<file path="src/rtl/control_cmd_dispatch_pkg.sv">
// Opcodes and FSM state type for the UART command front end.
package control_cmd_dispatch_pkg;
  localparam logic [7:0] OP_FRAME  = 8'h46;
  localparam logic [7:0] OP_BRIGHT = 8'h42;

  typedef enum logic [2:0] {
    ST_IDLE,
    ST_FRAME_START,
    ST_FRAME_PAYLOAD,
    ST_WAIT_DONE,
    ST_BRIGHT_ARG
  } cmd_state_t;

  function automatic logic [7:0] sat_inc8(input logic [7:0] v);
    return (v == 8'hFF) ? v : v + 8'd1;
  endfunction
endpackage

</file>
<file path="src/rtl/params_pkg.sv">
// Display geometry shared across the control path; frame payload sizes derive from it.
package params;
  localparam int unsigned PIXEL_WIDTH     = 8;
  localparam int unsigned PIXEL_HEIGHT    = 8;
  localparam int unsigned BYTES_PER_PIXEL = 3;
endpackage

</file>
<file path="src/rtl/control_cmd_dispatch_timer.sv">
// cmd_timeout_timer: idle-cycle watchdog for an in-progress command.
// Only exists in CMD_TIMEOUT_EN builds; the default build has no timer at all.
`ifdef CMD_TIMEOUT_EN
module cmd_timeout_timer #(
  parameter int unsigned TIMEOUT_CYCLES = 1_000_000
) (
  input  logic clk,
  input  logic reset,
  input  logic i_clear,
  input  logic i_run,
  output logic o_expired
);
  localparam int unsigned TW = $clog2(TIMEOUT_CYCLES + 1);

  logic [TW-1:0] r_cnt;
  logic          w_at_limit;

  assign w_at_limit = (r_cnt == TW'(TIMEOUT_CYCLES));
  assign o_expired  = i_run && w_at_limit;

  always_ff @(posedge clk or negedge reset) begin
    if (!reset)                   r_cnt <= '0;
    else if (i_clear)             r_cnt <= '0;
    else if (i_run && !w_at_limit) r_cnt <= r_cnt + TW'(1);
  end
endmodule
`endif

</file>
<file path="src/rtl/control_cmd_dispatch.sv">
// Command front end: decodes opcodes from the UART byte stream and routes payload to readframe.
// Optional idle-abort watchdog enabled by defining CMD_TIMEOUT_EN.
module control_cmd_dispatch
  import control_cmd_dispatch_pkg::*;
#(
  parameter int unsigned PAYLOAD_BYTES  = params::PIXEL_WIDTH * params::PIXEL_HEIGHT * params::BYTES_PER_PIXEL,
  parameter int unsigned TIMEOUT_CYCLES = 1_000_000
) (
  input  logic        clk,
  input  logic        reset,
  input  logic [7:0]  i_rx_data,
  input  logic        i_rx_valid,
  output logic [7:0]  o_rf_data,
  output logic        o_rf_enable,
  output logic        o_rf_reset,
  input  logic        i_rf_done,
  output logic [7:0]  o_brightness,
  output logic        o_busy,
  output logic [7:0]  o_err_count,
  output logic [15:0] o_frame_count
);
  localparam int unsigned CW = $clog2(PAYLOAD_BYTES + 1);

  cmd_state_t    r_state, w_next;
  logic [CW-1:0] r_cnt;
  logic          r_rst_hold;
  logic          w_expired;

  logic [7:0]  r_rf_data, w_rf_data;
  logic        r_rf_enable, w_rf_enable;
  logic        r_rf_reset, w_rf_reset;
  logic [7:0]  r_brightness, w_brightness;
  logic        r_busy, w_busy;
  logic [7:0]  r_err_count;
  logic [15:0] r_frame_count;
  logic        w_err_inc, w_frame_inc;

`ifdef CMD_TIMEOUT_EN
  logic w_tmr_clear, w_tmr_run;
  assign w_tmr_clear = i_rx_valid || (w_next != r_state);
  assign w_tmr_run   = (r_state == ST_FRAME_PAYLOAD) || (r_state == ST_WAIT_DONE) ||
                       (r_state == ST_BRIGHT_ARG);

  cmd_timeout_timer #(.TIMEOUT_CYCLES(TIMEOUT_CYCLES)) u_timer (
    .clk       (clk),
    .reset     (reset),
    .i_clear   (w_tmr_clear),
    .i_run     (w_tmr_run),
    .o_expired (w_expired)
  );
`else
  assign w_expired = 1'b0;
`endif

  always_ff @(posedge clk or negedge reset) begin
    if (!reset) r_state <= ST_IDLE;
    else        r_state <= w_next;
  end

  always_comb begin
    w_next = r_state;
    if (w_expired) begin
      w_next = ST_IDLE;
    end else begin
      case (r_state)
        ST_IDLE: begin
          if (i_rx_valid && i_rx_data == OP_FRAME)       w_next = ST_FRAME_START;
          else if (i_rx_valid && i_rx_data == OP_BRIGHT) w_next = ST_BRIGHT_ARG;
        end
        ST_FRAME_START:   w_next = ST_FRAME_PAYLOAD;
        ST_FRAME_PAYLOAD: if (i_rx_valid && r_cnt == CW'(PAYLOAD_BYTES - 1)) w_next = ST_WAIT_DONE;
        ST_WAIT_DONE:     if (i_rf_done) w_next = ST_IDLE;
        ST_BRIGHT_ARG:    if (i_rx_valid) w_next = ST_IDLE;
        default:          w_next = ST_IDLE;
      endcase
    end
  end

  // Next values for the registered outputs; the opcode byte never reaches rf_data.
  always_comb begin
    w_rf_data    = r_rf_data;
    w_rf_enable  = 1'b0;
    w_brightness = r_brightness;
    w_err_inc    = 1'b0;
    w_frame_inc  = 1'b0;
    if (w_expired) begin
      w_err_inc = 1'b1;
    end else begin
      case (r_state)
        ST_IDLE:
          if (i_rx_valid && i_rx_data != OP_FRAME && i_rx_data != OP_BRIGHT) w_err_inc = 1'b1;
        ST_FRAME_START:
          if (i_rx_valid) w_err_inc = 1'b1;
        ST_FRAME_PAYLOAD:
          if (i_rx_valid) begin
            w_rf_data   = i_rx_data;
            w_rf_enable = 1'b1;
          end
        ST_WAIT_DONE: begin
          if (i_rx_valid) w_err_inc   = 1'b1;
          if (i_rf_done)  w_frame_inc = 1'b1;
        end
        ST_BRIGHT_ARG:
          if (i_rx_valid) w_brightness = i_rx_data;
        default: ;
      endcase
    end
    w_rf_reset = r_rst_hold || (w_next == ST_FRAME_START) || w_expired;
    w_busy     = (w_next != ST_IDLE);
  end

  // r_rst_hold keeps readframe in reset through the first edge after async release.
  always_ff @(posedge clk or negedge reset) begin
    if (!reset) begin
      r_rst_hold    <= 1'b1;
      r_cnt         <= '0;
      r_rf_data     <= 8'h00;
      r_rf_enable   <= 1'b0;
      r_rf_reset    <= 1'b1;
      r_brightness  <= 8'hFF;
      r_busy        <= 1'b0;
      r_err_count   <= 8'h00;
      r_frame_count <= 16'h0000;
    end else begin
      r_rst_hold   <= 1'b0;
      r_rf_data    <= w_rf_data;
      r_rf_enable  <= w_rf_enable;
      r_rf_reset   <= w_rf_reset;
      r_brightness <= w_brightness;
      r_busy       <= w_busy;
      if (r_state == ST_FRAME_START)                   r_cnt <= '0;
      else if (r_state == ST_FRAME_PAYLOAD && i_rx_valid) r_cnt <= r_cnt + CW'(1);
      if (w_err_inc)   r_err_count   <= sat_inc8(r_err_count);
      if (w_frame_inc) r_frame_count <= r_frame_count + 16'd1;
    end
  end

  assign o_rf_data     = r_rf_data;
  assign o_rf_enable   = r_rf_enable;
  assign o_rf_reset    = r_rf_reset;
  assign o_brightness  = r_brightness;
  assign o_busy        = r_busy;
  assign o_err_count   = r_err_count;
  assign o_frame_count = r_frame_count;
endmodule

</file>
<file path="config.mk">
export PLATFORM = sky130hd
export DESIGN_NAME = control_cmd_dispatch
export DESIGN_NICKNAME = d
export VERILOG_FILES = /design/src/rtl/control_cmd_dispatch_pkg.sv /design/src/rtl/params_pkg.sv /design/src/rtl/control_cmd_dispatch_timer.sv /design/src/rtl/control_cmd_dispatch.sv
export SDC_FILE = /design/constraint.sdc
export NUM_CORES = 1
export LEC_CHECK = 0
export CORE_MARGIN = 1.5
export CORE_UTILIZATION = 53
export CTS_CLUSTER_DIAMETER = 40
export CTS_CLUSTER_SIZE = 20
export DETAILED_ROUTE_END_ITERATION = 10
export PLACE_DENSITY = 0.84
export SKIP_CTS_REPAIR_TIMING = 1
export SLEW_MARGIN = 10
export SYNTH_ARGS = -nofsm -noshare
export SYNTH_HDL_FRONTEND = slang
export SYNTH_SLANG_ARGS = --single-unit
export TNS_END_PERCENT = 50
</file>
<file path="constraint.sdc">
create_clock -name clk -period 3.68 [get_ports clk]
set_clock_uncertainty 0.2 [all_clocks]
set_input_delay 0.736 -clock clk [delete_from_list [all_inputs] [get_ports clk]]
set_output_delay 0.736 -clock clk [all_outputs]
set_load 0.03 [all_outputs]
</file>
==> results.cfg <==
[outcome]
status = completed

[floorplanning]
die_h_um = 70.7
chipWidth_um = 70.7
num_rows = 24
core_area_um2 = 4380
ioPinCount = 55
initial_utilization_pct = 55.5
die-area_um2 = 5000

[synth]
synth-edff-count = 0
ys_seq_area_share_pct = 57.1
ys_warn_count = 0
synth_nets = 212
ys.flop_type = dfrtp_1
synth.avg_cell_area_um2 = 12.3
synth-async-reset-ratio_pct = 100
ys_types = 40
syn_inst = 197
synth_area_um2 = 2430
ys_ff_latch = 55

[cts]
cts_max_path_buffers = 2
h-tree-depth = 2
numCtsBuffers = 5
clockRootBuffer = clkbuf_8
clk_latency_ns = 0.30
cts_sinks = 55
cts_tree = yes
clk_pin_slew_ns = 0.09

[final_layout]
fill_cells = 321
layout-drive-gt1-share_pct = 16.8
antenna_cells = 0
finalNetCount = 270
area_growth_pct = 28.1

[worst_setup_path]
cp.required_ns = 2.74
path_buf_inv = 1
path_cells = clkdlybuf4s50_1
crit_arrival_ns = 1.54
ff2ff_path_depth = 4
cp-end-kind = primary output
cp_max_fo = 2
timing.rr.start = r_state[2]$_DFF_PN0_
r2r_slack_ns = 1.59
worstSetupStartpointType = flip-flop
reg2reg_to = o_frame_count[15]$_DFFE_PN0P_
crit_path_max_incr_delay_ns = 0.69
worst-path-stages = 1
cp_top_family = buffers and inverters
crit_type = flip-flop to primary output
critical-path-slowest-cell = clkdlybuf4s50_1

[hold_path]
hold_path.startpoint = r_rst_hold$_DFF_PN1_
hp-class = flip-flop to flip-flop
whs_endpoint = o_rf_reset$_DFF_PN1_
worstHoldPathCells = 1

[timing]
whs_ns = 0.284
setup_viol = 0
finalWorstPathRequiredPeriod_ns = 2.47
slew-limit-headroom_pct = 44.4
hold_viol_final = 0
slew_viol_final = 0
worst_slew_pin_slew_ns = 0.833
fin_tns_setup_ns = 0
rsz0062_at_grt = no
fmax_ghz = 0.404
finalCritPeriodShare_pct = 67.2

[power_and_ir_drop]
p_per_area_nw_per_um2 = 445
peakVddDrop_mv = 0.297
power_leakage_nw = 1.36

[global_route]
grt_use_total_pct = 19.2
gr-total-overflow = 0
antenna_found_initial = 0
first_global_vias = 1620
grt_pass1_wl_mm = 7.54
grt_max_degree = 38

[route]
post_drt_wl_per_cell_um = 14.6
drc = 0
dr.pass1.iters = 4
drtIter0Drc = 93
vias = 1669
drt-total-wl_mm = 4.50
viasPerCell = 5.42
ant_nets = 0

[placement]
dpl.hpwl_mm = 3.38
io_buffer_count = 54
finalWeightedCongestion = 0.811

[run]
drv_cap = 0
==> through the flow <==
stage | power, W | instance area (um2) | utilization [%] | cells | setup WS [ns]
floorplan | 0.000947 | 2430 | - | 197 | 1.49
global placement | 0.00107 | 3030 | 69.2 | 300 | 0.912
detailed placement | 0.00109 | 3030 | 69.2 | 300 | 0.868
CTS | 0.00140 | 3110 | 71.0 | 308 | 1.19
global route | 0.00146 | 3110 | 71.0 | 308 | 1.05
finish | 0.00139 | 3110 | 71.0 | 308 | 1.21
==> layout by cell type (no fill, tap or decap), drive strengths merged, types with 2 or more instances in the layout <==
master	count
clkdlybuf4s50	53
dfrtp	45
mux2	18
nor2	16
xor2	15
xnor2	13
nand4	12
nand2	12
dfstp	10
nand3	8
clkbuf	8
and3	5
nor4	4
nand2b	4
buf	4
ha	3
nor3	3
inv	2
a21oi	2
nor3b	2
==> power breakdown <==
| group | internal, W | switching, W | leakage (nW) |
|---|---|---|---|
| clock network | 0.000136 | 0.000175 | 0.0395 |
| registers | 0.000678 | 0.0000677 | 0.679 |
| logic | 0.000153 | 0.000175 | 0.639 |
| total | 0.000967 | 0.000418 | 1.36 |
==> per-layer routing <==
| metal | vias to the layer above | wire [um] | global-route usage, % |
|---|---|---|---|
| met4 | 0 | 67 | 7.13 |
| met5 | - | 0 | 0 |
| met1 | 809 | 1970 | 24.5 |
| met2 | 45 | 2220 | 31.8 |
| met3 | 7 | 243 | 4.84 |
| li1 | 808 | - | - |
==> state kept, by name, summed over array words and instances (netlist names) <==
| register | flops |
|---|---|
| o_frame_count | 16 |
| o_rf_data | 8 |
| r_state | 3 |
| o_brightness | 8 |
| r_cnt | 8 |
| o_err_count | 8 |
| r_rst_hold | 1 |
| o_rf_enable | 1 |
| o_busy | 1 |
| o_rf_reset | 1 |
==> cell families (layout without fill, tap and decap cells) <==
kind of cell | count (synthesis) | in the layout | share of synthesized area [%]
and+or+nand+nor | 77 | 77 | 17.9
DFF | 55 | 55 | 57.1
xor gates and xnor gates | 28 | 28 | 10.1
muxes | 19 | 19 | 9.06
buffers and inverters | 8 | 67 | 1.75
AOI/OAI and AO/OA | 6 | 6 | 2.37
adders and majority gates | 3 | 3 | 1.54
other | 1 | 1 | 0.154
==> cell usage after synthesis (2+ instances only) <==
| cell type | number | share of area (%) |
|---|---|---|
| nand2_1 | 12 | 1.9 |
| dfrtp_1 | 45 | 46 |
| nand2b_1 | 4 | 1.0 |
| nand4_1 | 12 | 3.1 |
| xor2_1 | 15 | 5.4 |
| nor4_1 | 4 | 1.0 |
| inv_1 | 2 | 0.31 |
| nand3_1 | 8 | 1.6 |
| mux2_2 | 16 | 7.4 |
| ha_1 | 3 | 1.5 |
| nor2_1 | 15 | 2.3 |
| xnor2_1 | 13 | 4.7 |
| buf_2 | 4 | 0.82 |
| a21oi_1 | 2 | 0.41 |
| nor3_1 | 2 | 0.41 |
| dfstp_2 | 10 | 11 |
| and3_1 | 5 | 1.3 |
| nor3b_1 | 2 | 0.62 |
| mux2_4 | 2 | 1.2 |
==> worst max path at each step <==
stage                                startpoint                       endpoint  slack, ns
detailed placement                    i_rf_done  o_frame_count[15]$_DFFE_PN0P_       0.87
global route                          i_rf_done  o_frame_count[15]$_DFFE_PN0P_       1.05
finish              o_brightness[5]$_DFFE_PN1P_                o_brightness[5]       1.21
global placement                      i_rf_done  o_frame_count[13]$_DFFE_PN0P_       0.91
floorplan                          i_rx_data[5]     o_err_count[1]$_DFFE_PN0P_       1.49
CTS                 o_brightness[5]$_DFFE_PN1P_                o_brightness[5]       1.19
==> final cells by class <==
type,count,area (um2),share of cell area [%]
Clock buffer,8,80.1,2.57
Tap cell,52,65.1,2.09
Sequential cell,55,1390,44.6
Inverter,2,7.51,0.241
Timing Repair Buffer,57,558,17.9
Multi-Input combinational cell,134,1010,32.6
(Power assumes the default switching activity.)
